[config.mk]
export PLATFORM = sky130hd
export DESIGN_NAME = spi_master_ctrl_flat
export DESIGN_NICKNAME = d
export VERILOG_FILES = /design/src/rtl/spi_pkg.sv /design/src/rtl/spi_master_ctrl_if.sv /design/src/rtl/spi_sclk_div.sv /design/src/rtl/spi_master_ctrl.sv /design/src/flat_wrapper.sv
export SDC_FILE = /design/constraint.sdc
export NUM_CORES = 1
export LEC_CHECK = 0
export CAP_MARGIN = 10
export CORE_ASPECT_RATIO = 0.8
export CORE_MARGIN = 2
export CORE_UTILIZATION = 51
export CTS_BUF_LIST = sky130_fd_sc_hd__clkbuf_4
export DETAILED_ROUTE_END_ITERATION = 16
export GPL_TIMING_DRIVEN = 0
export PLACE_DENSITY = 0.78
export SETUP_SLACK_MARGIN = 0.02
export SLEW_MARGIN = 25
export SYNTH_ARGS = -nofsm -noshare
export SYNTH_HDL_FRONTEND = slang
export SYNTH_HIERARCHICAL = 1
export SYNTH_SLANG_ARGS = --single-unit
[constraint.sdc]
create_clock -name clk -period 1.85 [get_ports clk]
set_input_delay 0.2775 -clock clk [delete_from_list [all_inputs] [get_ports clk]]
set_output_delay 0.2775 -clock clk [all_outputs]
set_load 0.02 [all_outputs]
[src/rtl/spi_pkg.sv]
// Shared definitions for the SPI master sequencer: FSM encoding, frame size,
// and the helper that packs a command into its 16-bit transmit frame.
package spi_pkg;

   typedef enum logic [2:0] {
      IDLE,
      SETUP,
      SHIFT,
      HOLD,
      DONE
   } state_t;

   localparam int   FRAME_BITS = 16;
   localparam logic RW_READ    = 1'b1;
   localparam logic RW_WRITE   = 1'b0;

   // Reads send a zero data byte so the slave's reply owns the low half.
   function automatic logic [FRAME_BITS-1:0] build_frame(input logic [6:0] addr,
                                                        input logic       rw,
                                                        input logic [7:0] wdata);
      return {addr, rw, (rw == RW_READ) ? 8'h00 : wdata};
   endfunction

endpackage

[src/rtl/spi_master_ctrl_if.sv]
// Command handshake plus SPI pin bundle for spi_master_ctrl.
// The master modport is the controller's view; slave is the user/peripheral view.
interface spi_master_ctrl_if;

   logic       start;
   logic       rw;
   logic [6:0] addr;
   logic [7:0] wdata;
   logic       miso_cond;
   logic       busy;
   logic       done;
   logic [7:0] rdata;
   logic       sclk;
   logic       cs;
   logic       mosi;

   modport master (
      input  start, rw, addr, wdata, miso_cond,
      output busy, done, rdata, sclk, cs, mosi
   );

   modport slave (
      output start, rw, addr, wdata, miso_cond,
      input  busy, done, rdata, sclk, cs, mosi
   );

endinterface

[src/rtl/spi_sclk_div.sv]
// Half-period tick generator: while enabled, emits a registered one-cycle tick
// every CLKDIV clocks; disabling it clears the phase so each frame starts aligned.
module spi_sclk_div #(
   parameter int CLKDIV = 4
) (
   input  logic clk,
   input  logic reset,
   input  logic en,
   output logic tick
);

   localparam int CW = (CLKDIV > 1) ? $clog2(CLKDIV) : 1;
   localparam logic [CW-1:0] LAST = CW'(CLKDIV - 1);

   logic [CW-1:0] cnt_reg;
   logic          tick_reg;

   always_ff @(posedge clk) begin
      if (reset || !en) begin
         cnt_reg  <= '0;
         tick_reg <= 1'b0;
      end else begin
         tick_reg <= (cnt_reg == LAST);
         cnt_reg  <= (cnt_reg == LAST) ? '0 : cnt_reg + CW'(1);
      end
   end

   assign tick = tick_reg;

endmodule

[src/rtl/spi_master_ctrl.sv]
// SPI mode-0 transaction sequencer: one 16-bit frame per accepted command,
// MSB first, capturing the slave's byte from the last eight sclk rises.
module spi_master_ctrl
   import spi_pkg::*;
#(
   parameter int CLKDIV = 4
) (
   input logic               clk,
   input logic               reset,
   spi_master_ctrl_if.master bus
);

   state_t                state_reg;
   logic [FRAME_BITS-1:0] tx_reg;
   logic [7:0]            rx_reg;
   logic [7:0]            rdata_reg;
   logic [4:0]            hp_reg;
   logic                  rw_reg;
   logic                  sclk_reg;
   logic                  cs_reg;
   logic                  busy_reg;
   logic                  done_reg;
   logic                  div_en;
   logic                  tick;

   assign div_en = (state_reg == SETUP) || (state_reg == SHIFT) || (state_reg == HOLD);

   spi_sclk_div #(.CLKDIV(CLKDIV)) u_div (
      .clk   (clk),
      .reset (reset),
      .en    (div_en),
      .tick  (tick)
   );

   always_ff @(posedge clk) begin
      if (reset) begin
         state_reg <= IDLE;
         tx_reg    <= '0;
         rx_reg    <= '0;
         rdata_reg <= '0;
         hp_reg    <= '0;
         rw_reg    <= RW_WRITE;
         sclk_reg  <= 1'b0;
         cs_reg    <= 1'b1;
         busy_reg  <= 1'b0;
         done_reg  <= 1'b0;
      end else begin
         done_reg <= 1'b0;
         case (state_reg)
            IDLE: begin
               if (bus.start) begin
                  tx_reg    <= build_frame(bus.addr, bus.rw, bus.wdata);
                  rw_reg    <= bus.rw;
                  hp_reg    <= '0;
                  cs_reg    <= 1'b0;
                  busy_reg  <= 1'b1;
                  state_reg <= SETUP;
               end
            end
            SETUP: begin
               // The tick ending setup is also the first rising sclk edge.
               if (tick) begin
                  sclk_reg  <= 1'b1;
                  rx_reg    <= {rx_reg[6:0], bus.miso_cond};
                  state_reg <= SHIFT;
               end
            end
            SHIFT: begin
               if (tick) begin
                  if (hp_reg == 5'd31) begin
                     state_reg <= HOLD;
                  end else begin
                     hp_reg   <= hp_reg + 5'd1;
                     sclk_reg <= ~sclk_reg;
                     if (!sclk_reg) begin
                        rx_reg <= {rx_reg[6:0], bus.miso_cond};
                     end else if (hp_reg != 5'd30) begin
                        tx_reg <= {tx_reg[FRAME_BITS-2:0], 1'b0};
                     end
                  end
               end
            end
            HOLD: begin
               if (tick) begin
                  cs_reg    <= 1'b1;
                  done_reg  <= 1'b1;
                  tx_reg    <= '0;
                  state_reg <= DONE;
                  if (rw_reg == RW_READ) begin
                     rdata_reg <= rx_reg;
                  end
               end
            end
            DONE: begin
               busy_reg  <= 1'b0;
               state_reg <= IDLE;
            end
            default: begin
               state_reg <= IDLE;
            end
         endcase
      end
   end

   assign bus.busy  = busy_reg;
   assign bus.done  = done_reg;
   assign bus.rdata = rdata_reg;
   assign bus.sclk  = sclk_reg;
   assign bus.cs    = cs_reg;
   assign bus.mosi  = tx_reg[FRAME_BITS-1];

endmodule

[src/flat_wrapper.sv]
// flat-port wrapper written by rule: the top's interface ports become plain ports
module spi_master_ctrl_flat import spi_pkg::*;
#(
   parameter int CLKDIV = 4
)
  (clk, reset, bus_start, bus_rw, bus_addr, bus_wdata, bus_miso_cond, bus_busy, bus_done, bus_rdata, bus_sclk, bus_cs, bus_mosi);
  spi_master_ctrl_if bus_i ();
  input logic clk;
  input logic reset;
  input wire logic [$bits(bus_i.start)-1:0] bus_start;
  input wire logic [$bits(bus_i.rw)-1:0] bus_rw;
  input wire logic [$bits(bus_i.addr)-1:0] bus_addr;
  input wire logic [$bits(bus_i.wdata)-1:0] bus_wdata;
  input wire logic [$bits(bus_i.miso_cond)-1:0] bus_miso_cond;
  output wire logic [$bits(bus_i.busy)-1:0] bus_busy;
  output wire logic [$bits(bus_i.done)-1:0] bus_done;
  output wire logic [$bits(bus_i.rdata)-1:0] bus_rdata;
  output wire logic [$bits(bus_i.sclk)-1:0] bus_sclk;
  output wire logic [$bits(bus_i.cs)-1:0] bus_cs;
  output wire logic [$bits(bus_i.mosi)-1:0] bus_mosi;
  assign bus_i.start = bus_start;
  assign bus_i.rw = bus_rw;
  assign bus_i.addr = bus_addr;
  assign bus_i.wdata = bus_wdata;
  assign bus_i.miso_cond = bus_miso_cond;
  assign bus_busy = bus_i.busy;
  assign bus_done = bus_i.done;
  assign bus_rdata = bus_i.rdata;
  assign bus_sclk = bus_i.sclk;
  assign bus_cs = bus_i.cs;
  assign bus_mosi = bus_i.mosi;
  spi_master_ctrl #(.CLKDIV(CLKDIV)) u_core (.clk(clk), .reset(reset), .bus(bus_i));
endmodule
==> qor.log, run 1 <==
[routing] vias after detailed routing 1889
[yosys] ranking of synthesized cells by area dfxtp_1, mux2i_1, nor2_1, nor4bb_1, mux2_4
[clocking] level count of the clock H-tree 2
[finish] ratio of cells with drive above 1 in the final layout 19.2%
[critical_path] CP Class reg2reg
[power] share of total power in combinational logic 14.4%
[die] starting density of the core 51.9%
[timing] Final Hold Viols 0
[global_route] initial antenna violation count 0
[timing] worst slew margin relative to its limit 67.3%
[routing] overall routed net length 5120 um
[finish] flip-flop and latch area 965 um2
[die] overall die height 64.6 um
[yosys] compound-gate portion of the synthesized area 7.63%
[yosys] post-synth top area share 41.0%
[power] NetSw 0.000476 W
[power] cell-internal power 0.00136 W
[critical_path] required arrival time at the worst endpoint 2110 ps
[timing] post-route worst setup slack -86.0 ps
[global_route] largest net degree at the start of global routing 16
[critical_path] arrival time reported for the critical path endpoint 2200 ps
[yosys] async set or reset register ratio after synthesis 0%
[finish] cell area after layout 3000 um2
[routing] number of antenna-violating nets in the routed design 0
[power] switching power share of the total 26.0%
[clocking] TritonCTS clock tree yes
[critical_path] beginning of the worst register-to-register path u_core/hp_reg[1]
[routing] remaining routing DRC violations 0
[critical_path] element type at the critical path start flop
[timing] setup clock skew after layout 7.57 ps
[yosys] Post-Synth XOR/XNOR Area 1.49%
[yosys] Netlist cell types 39
[critical_path] Crit path buffers/inverters 0
[die] Std-Cell Rows 22
[critical_path] worst setup path startpoint u_core/hp_reg[1]
[yosys] synthesis-stage register bit count 48
[yosys] per-instance average area after synthesis 9.57 um2
[power] relative contribution of sequential cells to total power 58.8%
[yosys] combinational family with the most area after synthesis simple AND/OR/NAND/NOR gates
[routing] vias per std cell 5.29
[critical_path] delay contributed by the slowest stage of the critical path 490 ps
[power] Clock power frac 26.8%
[clocking] clock transition time at the flip-flop clock pins of the worst setup and hold paths 140 ps
[worst_hold_path] path category of the worst min-delay check reg2reg
[timing] setup repair after global routing missed its margin yes
[global_route] first-pass GRT wire length 8690 um
[placement] GP Congestion 0.773
[critical_path] kind of capture point of the worst setup path flop
[power] largest vdd supply drop 0.533 mV
[power] static leakage 1.25 nW
[critical_path] largest delay contributor family on the critical path simple AND/OR/NAND/NOR gates
[critical_path] internal reg-to-reg setup slack -90 ps
[global_route] gr usage total 21.3%
[die] die area 5160 um2
[routing] detailed-router iteration count before antenna repair 4
[worst_hold_path] launch instance of the worst min-delay path u_core/u_div/cnt_reg[0]
[global_route] overall overflow remaining after global route 0
[critical_path] cells along the critical path ha_4 > and3_4 > ha_4 > nand3b_1 > a2111oi_2 > xnor2_1 > nor2_1
[routing] routed length per instance 14.3 um
[finish] max reg flops 16
[critical_path] cell occurring most often along the worst timing path ha_4
[finish] number of filler instances in the final layout 368
[yosys] Synth Cell Area 2340 um2
[placement] HPWL after detailed placement 3320 um
[clocking] TritonCTS sink count 48
[timing] Max Freq 517 MHz
[finish] layout overhead on the synthesized area 28.1%
[yosys] YS warnings 6
[run_status] status complete, but fails checks
[power] Pwr per Cell Area 611 nW/um2
[global_route] via count of the first global-routing pass 1915
[die] IO Count 33
[yosys] post-synthesis share of cell area spent on full adders, half adders and majority gates 2.14%
[timing] min Tclk post-route 1940 ps
[power] total design power 0.00184 W
[yosys] simple-gate share of the synthesized area 26.0%
[die] Die W 79.8 um
[run_status] violations in the final reports negative setup slack
[job] maximum capacitance violations 0
[clocking] clock insertion delay at the later pin of the skew report 360 ps
[finish] area occupied by multi-input gates 1350 um2
[yosys] sequential share of the synthesized area 41.0%
[clocking] Clock Path Buffers 2
[finish] final layout net count 320
[clocking] clock root buffer clkbuf_4
[timing] setup violation total in the final timing report 26
[placement] Cell Area, Placed 2760 um2
[critical_path] Crit-path slowest cell a2111oi_2
[yosys] Syn Inst Count 245
[yosys] Post-Syn Nets 269
[yosys] largest area contributor in the netlist dfxtp_1
[critical_path] maximum fanout along the worst path 3
[routing] number of DRC markers in iteration 0 82
[die] Floorplan Core Area 4510 um2
[yosys] EDFF count, synth 0
[timing] portion of the clock cycle consumed by the worst path in the final layout 105%
[yosys] fraction of synthesized area in multiplexers 16.8%
[placement] quantity of I/O buffers inserted on ports 32
[timing] transition time of the tightest slew-check pin 491 ps
[clocking] total CTS buffers 5
[timing] number of max-slew violations in the final report 0
[placement] worst setup slack before clock tree synthesis -374 ps
[finish] most used cells in the layout excluding fill and tap cells nor2_1, dfxtp_1, clkdlybuf4s50_1
[finish] diodes inserted 0
[yosys] main flop type after synthesis dfxtp_1
[cells by family (layout without fill, tap and decap cells)]
logic type,Yosys count,in the layout
flops,48,48
fa+ha+maj,4,4
buf+inv,23,75
xor+xnor,4,4
simple gates,104,104
mux,34,34
compound gates,28,28
[stage by stage]
step | setup TNS (ps) | util, % | cells | hold WS (ps)
after global routing | -3770 | 66.5 | 357 | 478
after global placement | -6600 | 61.1 | 337 | 438
after floorplan | -734 | - | 245 | 351
after CTS | -996 | 65.4 | 354 | 465
final | -1560 | 66.5 | 357 | 464
after detailed placement | -6670 | 61.1 | 337 | 440
[per-layer routing]
| layer | global-route usage (%) | up-vias | routed length, um |
|---|---|---|---|
| met3 | 4.74 | 6 | 193 |
| met2 | 33.8 | 33 | 2230 |
| li1 | - | 959 | - |
| met4 | 4.87 | 0 | 27 |
| met1 | 29.6 | 891 | 2670 |
| met5 | 0 | - | 0 |
[what timing repair did]
item | CTS | global route
resized for setup | 11 | 5
hold buffers | 0 | 0
pin swaps | 5 | 5
cloned | 1 | 0
buffers inserted | 8 | 3
endpoints found under the setup margin | 37 | 30
[synth_stat cells (2+ instances only)]
cell,count
nand3b_1,2
nand3_1,5
mux2_2,6
or2b_1,2
nand4_1,2
nor3_1,3
dfxtp_1,48
nor2_1,45
ha_1,4
nor4bb_1,15
buf_2,5
nand2_1,2
clkbuf_1,9
o21ai_0,3
a31oi_1,8
nand2b_1,3
a2111oi_0,2
nor2b_1,18
buf_1,3
xnor2_1,3
inv_1,4
a21oi_1,10
mux2i_1,19
mux2_4,9
[final cells by class]
type	count	share of cell area [%]
sequential	48	32.1
clock inverter	3	0.625
inverter	4	0.500
clock buffer	5	1.25
tap	60	2.50
multi-input combinational	174	45.0
timing repair buffer	44	14.6
buffer	19	3.42
[worst register-to-register path, stage by stage, from the launching register on]
cell and delay, ps:
dfxtp_2 360, ha_4 160, and3_4 180, ha_4 160, nand3b_1 290, a2111oi_2 490, xnor2_1 160, nor2_1 50
[power groups by stage]
stage               registers (W)  clock network (W)  logic (W)
finish                    0.00108           0.000492   0.000265
CTS                       0.00108           0.000501   0.000257
global placement          0.00110                  0   0.000226
global route              0.00108           0.000561   0.000285
floorplan                 0.00110                  0   0.000141
detailed placement        0.00110                  0   0.000228
[final timing paths]
kind                                                 to  cells past startpoint
worst min register to register  u_core/u_div/cnt_reg[0]                      1
worst min-delay path            u_core/u_div/cnt_reg[0]                      1
worst max register to register         u_core/hp_reg[3]                      7
worst max-delay path                   u_core/hp_reg[3]                      7
No activity file was read; power rests on OpenSTA's default activity.
==> run 2: changes to the inputs <==
==> constraint.sdc (replaced) <==
create_clock -name clk -period 1.6 [get_ports clk]
set_input_delay 0.24 -clock clk [delete_from_list [all_inputs] [get_ports clk]]
set_output_delay 0.24 -clock clk [all_outputs]
set_load 0.02 [all_outputs]
==> run 2 against run 1 <==
  * The run still ends with negative setup slack left
  * Register-to-register slack worse by 240 ps
  * Global-route usage is 0.062 points higher
  * First-iteration DRC count is 85% higher
  * Wire length is 5.3% higher
  * Clock skew is 5.8 ps higher
  * Worst setup slack worse by 240 ps
  * Sequential cell count stayed put
  * Clock power is 9.6% higher
  * Sequential share of layout area is 0.80 points lower
==> qor.log, run 2 (same netlist as run 1, synthesis figures left out) <==
[critical_path] internal reg-to-reg setup slack -330 ps [-240 ps]
[finish] most used cells in the layout excluding fill and tap cells nor2_1, dfxtp_1, clkdlybuf4s50_1
[global_route] met3 usage in global routing 3.90% [-0.84 points]
[die] die area 5160 um2 [unchanged]
[routing] number of antenna-violating nets in the routed design 0 [unchanged]
[run_status] violations in the final reports negative setup slack
[routing] remaining routing DRC violations 0 [unchanged]
[placement] HPWL after detailed placement 3340 um [+0.63%]
[clocking] TritonCTS sink count 48 [unchanged]
[worst_hold_path] launch instance of the worst min-delay path bus_wdata[0]
[clocking] clock insertion delay at the later pin of the skew report 360 ps [about the same]
[timing] Worst Hold Margin 469 ps [+5.46 ps]
[timing] setup repair after global routing missed its margin yes
[placement] GP Congestion 0.829 [+7.3%]
[clocking] Clock Path Buffers 2 [unchanged]
[routing] routed length per instance 15.0 um [+4.4%]
[critical_path] element type at the critical path start flop
[die] overall die height 64.6 um [unchanged]
[global_route] gr usage total 21.3% [+0.062 points]
[critical_path] required arrival time at the worst endpoint 1860 ps [-250 ps]
[finish] flip-flop and latch area 970 um2 [+0.52%]
[job] maximum capacitance violations 0 [unchanged]
[finish] layout overhead on the synthesized area 32.1%
[routing] vias per std cell 5.48 [+3.6%]
[global_route] overall overflow remaining after global route 0 [unchanged]
[timing] worst slew margin relative to its limit 67.1% [-0.16 points]
[critical_path] worst setup path startpoint u_core/hp_reg[1]
[power] total design power 0.00210 W [+15%]
[critical_path] worst r2r path cells 9 [+2]
[finish] final layout net count 324 [+1.3%]
[worst_hold_path] path category of the worst min-delay check in2reg
[timing] Max Freq 518 MHz [+0.35%]
[global_route] initial antenna violation count 0 [unchanged]
[die] Floorplan Core Area 4510 um2 [unchanged]
[die] starting density of the core 51.9% [unchanged]
[run_status] status complete, but fails checks
[global_route] via count of the first global-routing pass 1890 [-1.3%]
[critical_path] arrival time reported for the critical path endpoint 2190 ps [about the same]
[global_route] largest net degree at the start of global routing 15 [-1]
[timing] summed negative setup slack over all endpoints -8410 ps [-6850 ps]
[power] static leakage 1.43 nW [+15%]
[timing] transition time of the tightest slew-check pin 494 ps [+2.40 ps]
[critical_path] beginning of the worst register-to-register path u_core/hp_reg[1]
[routing] vias after detailed routing 1973 [+4.4%]
[clocking] count of hold buffers inserted by post-cts repair 0 [unchanged]
[finish] number of filler instances in the final layout 347 [-5.7%]
[die] Die W 79.8 um [unchanged]
[finish] diodes inserted 0 [unchanged]
[timing] setup clock skew after layout 13.3 ps [+5.76 ps]
[timing] setup violation total in the final timing report 30 [+15%]
[finish] area occupied by multi-input gates 1370 um2 [+1.5%]
[die] Std-Cell Rows 22 [unchanged]
[critical_path] CP Class reg2reg
[timing] portion of the clock cycle consumed by the worst path in the final layout 121% [+16 points]
[clocking] TritonCTS clock tree yes
[critical_path] worst r2r dst u_core/tx_reg[14]
[power] largest vdd supply drop 0.590 mV [+11%]
[finish] max reg flops 16 [unchanged]
[timing] post-route worst setup slack -329 ps [-243 ps]
[die] IO Count 33 [unchanged]
[routing] number of DRC markers in iteration 0 152 [+85%]
[routing] detailed-router iteration count before antenna repair 4 [unchanged]
[global_route] met1 layer usage reported by global route 30.4% [+0.72 points]
[power] Pwr per Cell Area 679 nW/um2 [+11%]
[clocking] total CTS buffers 5 [unchanged]
[clocking] clock root buffer clkbuf_4
[global_route] met2 usage in global routing 33.1% [-0.74 points]
[placement] worst setup slack before clock tree synthesis -565 ps [-191 ps]
[placement] quantity of I/O buffers inserted on ports 32 [unchanged]
[critical_path] endpoint of the most critical setup path u_core/tx_reg[14]
[routing] overall routed net length 5390 um [+5.3%]
[timing] Final Hold Viols 0 [unchanged]
[global_route] first-pass GRT wire length 8800 um [+1.2%]
[finish] ratio of cells with drive above 1 in the final layout 21.7% [+2.5 points]
[timing] number of max-slew violations in the final report 0 [unchanged]
[clocking] level count of the clock H-tree 2 [unchanged]
[critical_path] kind of capture point of the worst setup path flop
[global_route] most heavily used metal layer in global routing met2
[clocking] clock transition time at the flip-flop clock pins of the worst setup and hold paths 140 ps [about the same]
[timing] min Tclk post-route 1930 ps [-6.68 ps]
[critical_path] maximum fanout along the worst path 5 [+2]
==> run 2: cell count changes in the layout (fill, tap and decap cells not counted), sizes merged <==
cell,delta
clkdlybuf4s50,-12
dlymetal6s2s,+9
clkbuf,+5
dlygate4sd2,+3
clkinv,-2
buf,-1
clkinvlp,+1
==> run 2: critical path, cell delays in order (launching register included) <==
cell and delay [ps]:
dfxtp_4 370, ha_4 150, and3_4 180, ha_4 170, nand2b_1 60, nand3_1 70, a211o_1 270, buf_6 140
buf_12 130, mux2_4 290
==> run 2: per-layer routing <==
metal | wire, um | vias up
met5 | 0 | -
met4 | 57 | 0
met3 | 199 | 7
met2 | 2510 | 38
met1 | 2620 | 963
li1 | - | 965
==> run 2: worst min path at each step <==
stage | to | slack [ps] | cells past startpoint
floorplan | u_core/u_div/cnt_reg[0] | 310 | 1
global placement | u_core/u_div/cnt_reg[0] | 440 | 1
detailed placement | u_core/u_div/cnt_reg[0] | 460 | 1
CTS | u_core/tx_reg[0] | 450 | 3
global route | u_core/tx_reg[0] | 460 | 3
finish | u_core/tx_reg[0] | 470 | 3
==> run 2: what timing repair did <==
action,CTS,global route
buffers inserted,11,4
pin swaps,6,7
setup endpoints to repair,40,51
resized for setup,12,27
gates cloned,1,0
==> run 2: area by class of cell <==
| cell class | instances | area share (%) |
|---|---|---|
| Inverter | 4 | 0.485 |
| Sequential cell | 48 | 31.3 |
| Buffer | 19 | 3.76 |
| Timing Repair Buffer | 48 | 16.1 |
| Tap cell | 60 | 2.43 |
| Clock inverter | 2 | 0.404 |
| Multi-Input combinational cell | 174 | 44.3 |
| Clock buffer | 5 | 1.21 |
==> run 2: metrics by stage <==
step | instances | utilization, % | area (um2)
after global routing | 360 | 68.6 | 3100
final | 360 | 68.6 | 3100
after floorplan | 245 | - | 2390
after detailed placement | 337 | 61.8 | 2790
after global placement | 337 | 61.8 | 2790
after CTS | 356 | 66.1 | 2990
==> run 2: where the power goes <==
part / switching [W] / internal, W
logic: 0.000141 / 0.000176
registers: 0.0000172 / 0.00123
clock network: 0.000378 / 0.000161
total: 0.000537 / 0.00157
==> run 3: changes to the inputs <==
--- a/config.mk
+++ b/config.mk
@@ -5,9 +5,8 @@
 export SDC_FILE = /design/constraint.sdc
 export NUM_CORES = 1
 export LEC_CHECK = 0
-export CAP_MARGIN = 10
+export CAP_MARGIN = 20
 export CORE_ASPECT_RATIO = 0.8
-export CORE_MARGIN = 2
 export CORE_UTILIZATION = 51
 export CTS_BUF_LIST = sky130_fd_sc_hd__clkbuf_4
 export DETAILED_ROUTE_END_ITERATION = 16
==> run 3 against run 2 <==
  * The run still ends with negative setup slack left
  * Utilization up 1.8 points
  * Via count is 4.3% lower
  * Critical endpoint is now u_core/tx_reg[15]
  * Non-clock buffer count decreased by 9
  * Sequential share of layout area grew 0.85 points
  * Worst setup slack got worse by 33 ps
  * Fmax decreased by 1.7%
  * Critical path type unchanged
  * Cell area is 2.6% lower
  * Register-to-register slack worse by 30 ps
==> qor.log, run 3 (same netlist as run 1, synthesis figures left out) <==
[critical_path] kind of capture point of the worst setup path flop
[critical_path] worst r2r path cells 9 [unchanged]
[clocking] clock transition time at the flip-flop clock pins of the worst setup and hold paths 140 ps [about the same]
[routing] detailed-router iteration count before antenna repair 4 [unchanged]
[power] largest vdd supply drop 0.431 mV [-27%]
[routing] overall routed net length 4860 um [-9.8%]
[placement] GP Congestion 0.808 [-2.5%]
[routing] vias after detailed routing 1889 [-4.3%]
[routing] number of antenna-violating nets in the routed design 0 [unchanged]
[critical_path] cell occurring most often along the worst timing path ha_4
[critical_path] cells along the critical path ha_4 > and3_4 > ha_4 > nand2b_1 > nand3_1 > a211o_1 > buf_6 > buf_12 > mux2_4
[timing] setup violation total in the final timing report 29 [-3.3%]
[power] total design power 0.00244 W [+16%]
[worst_hold_path] Hold Path Sink u_core/tx_reg[0]
[critical_path] internal reg-to-reg setup slack -360 ps [-30 ps]
[critical_path] worst r2r dst u_core/tx_reg[15]
[die] overall die height 62.6 um [-3.1%]
[critical_path] maximum fanout along the worst path 10 [+5]
[global_route] overall overflow remaining after global route 0 [unchanged]
[finish] max reg flops 16 [unchanged]
[die] Std-Cell Rows 21 [-4.5%]
[critical_path] beginning of the worst register-to-register path u_core/hp_reg[0]
[clocking] TritonCTS sink count 48 [unchanged]
[run_status] status complete, but fails checks
[critical_path] required arrival time at the worst endpoint 1870 ps [about the same]
[finish] most used cells in the layout excluding fill and tap cells nor2_1, dfxtp_1, clkdlybuf4s50_1, mux2i_1, nor2b_1
[timing] portion of the clock cycle consumed by the worst path in the final layout 123% [+2.0 points]
[routing] WL met1 2350 um [-10%]
[clocking] level count of the clock H-tree 2 [unchanged]
[timing] setup clock skew after layout 27.0 ps [+13.7 ps]
[timing] min Tclk post-route 1960 ps [+32.8 ps]
[routing] Max Used Layer met4
[die] Floorplan Core Area 4280 um2 [-5.1%]
[global_route] first-pass GRT wire length 8630 um [-2.0%]
[finish] number of filler instances in the final layout 355 [+2.3%]
[critical_path] worst setup path startpoint u_core/hp_reg[0]
[routing] number of DRC markers in iteration 0 88 [-42%]
[finish] area occupied by multi-input gates 1370 um2 [-0.37%]
[routing] routed length per instance 13.9 um [-6.9%]
[clocking] total CTS buffers 5 [unchanged]
[critical_path] CP Class reg2reg
[global_route] via count of the first global-routing pass 1826 [-3.4%]
[timing] transition time of the tightest slew-check pin 504 ps [+10.6 ps]
[critical_path] element type at the critical path start flop
[timing] Worst Hold Margin 454 ps [-15.8 ps]
[clocking] clock insertion delay at the later pin of the skew report 390 ps [+30 ps]
[timing] number of max-slew violations in the final report 0 [unchanged]
[critical_path] Crit path buffers/inverters 2 [unchanged]
[power] Pwr per Cell Area 810 nW/um2 [+19%]
[critical_path] Crit-path slowest cell dfxtp_4
[clocking] TritonCTS clock tree yes
[global_route] largest net degree at the start of global routing 17 [+2]
[worst_hold_path] launch instance of the worst min-delay path bus_wdata[0]
[timing] post-route worst setup slack -362 ps [-32.8 ps]
[timing] setup repair after global routing missed its margin yes
[placement] worst setup slack before clock tree synthesis -535 ps [+30.0 ps]
[global_route] gr usage total 22.4% [+1.0 points]
[routing] DR WL met2 2210 um [-12%]
[finish] ratio of cells with drive above 1 in the final layout 18.5% [-3.2 points]
[die] Die W 77.8 um [-2.5%]
[placement] HPWL after detailed placement 3230 um [-3.2%]
[timing] Max Freq 510 MHz [-1.7%]
[die] starting density of the core 54.7% [+2.8 points]
[finish] diodes inserted 0 [unchanged]
[worst_hold_path] Hold Path Stages 3 [unchanged]
[routing] remaining routing DRC violations 0 [unchanged]
[job] maximum capacitance violations 0 [unchanged]
[routing] vias per std cell 5.41 [-1.2%]
[finish] layout overhead on the synthesized area 28.6%
[placement] quantity of I/O buffers inserted on ports 32 [unchanged]
[worst_hold_path] path category of the worst min-delay check in2reg
[finish] final layout net count 315 [-2.8%]
[power] static leakage 1.32 nW [-8.1%]
[die] die area 4870 um2 [-5.5%]
[run_status] violations in the final reports negative setup slack
[finish] flip-flop and latch area 970 um2 [unchanged]
[timing] Final Hold Viols 0 [unchanged]
[clocking] clock root buffer clkbuf_4
[clocking] count of hold buffers inserted by post-cts repair 0 [unchanged]
[routing] metal3 WL 230 um [+16%]
[critical_path] arrival time reported for the critical path endpoint 2230 ps [+40 ps]
[critical_path] largest delay contributor family on the critical path flip-flops
[global_route] initial antenna violation count 0 [unchanged]
[die] IO Count 33 [unchanged]
[critical_path] delay contributed by the slowest stage of the critical path 380 ps [about the same]
[timing] worst slew margin relative to its limit 66.4% [-0.70 points]
[clocking] Clock Path Buffers 2 [unchanged]
[run 3: cell count changes in the layout (fill, tap and decap cells not counted), sizes merged, moves of 2 or more]
cell,delta
dlymetal6s2s,-7
dlygate4sd2,+8
buf,-8
bufinv,+2
[run 3: cell type report]
type	instances	area share [%]
Buffer	19	3.90
Clock buffer	5	1.25
Clock inverter	3	2.28
Inverter	4	0.498
Timing Repair Buffer	39	12.2
Multi-Input combinational cell	174	45.3
Sequential cell	48	32.2
Tap cell	57	2.37
[run 3: how the worst max path moves through the flow]
stage | to | slack, ps | cells after the start
floorplan | u_core/tx_reg[10] | -320 | 9
global placement | u_core/tx_reg[15] | -540 | 6
detailed placement | u_core/tx_reg[12] | -540 | 6
CTS | u_core/tx_reg[15] | -350 | 9
global route | u_core/tx_reg[15] | -450 | 9
finish | u_core/tx_reg[15] | -360 | 9
[run 3: routing by layer]
layer,vias up,global-route usage [%]
li1,948,-
met1,887,30.1
met2,46,35.6
met3,8,4.38
met4,0,7.78
met5,-,0
[run 3: metrics by stage]
step                      cell area (um2)  std cells  TNS (ps)  util [%]
after floorplan                      2390        245     -4760         -
after global placement               2790        334    -14670      65.1
after detailed placement             2790        334    -14900      65.1
after CTS                            2970        350     -8690      69.3
after global routing                 3010        349    -10790      70.4
final                                3010        349     -8120      70.4
[run 3: power by group]
group | switching, W | leakage [nW] | internal (W)
Sequential | 0.0000180 | 0.392 | 0.00123
Combinational | 0.000128 | 0.870 | 0.000156
Clock | 0.000417 | 0.0558 | 0.000492
Total | 0.000564 | 1.32 | 0.00188
[run 3: timing repair]
action                     4_1_cts  5_1_grt
pin swaps                        4        5
gates resized for setup         17       15
setup buffers                    8        0
cloned                           0        0
setup endpoints to repair       48       44
[run 3: worst register-to-register path, stage by stage (launching register included)]
cell      delay [ps]
dfxtp_4          380
ha_4             160
and3_4           180
ha_4             160
nand2b_1          60
nand3_1           70
a211o_1          270
buf_6            130
buf_12           140
mux2_4           300
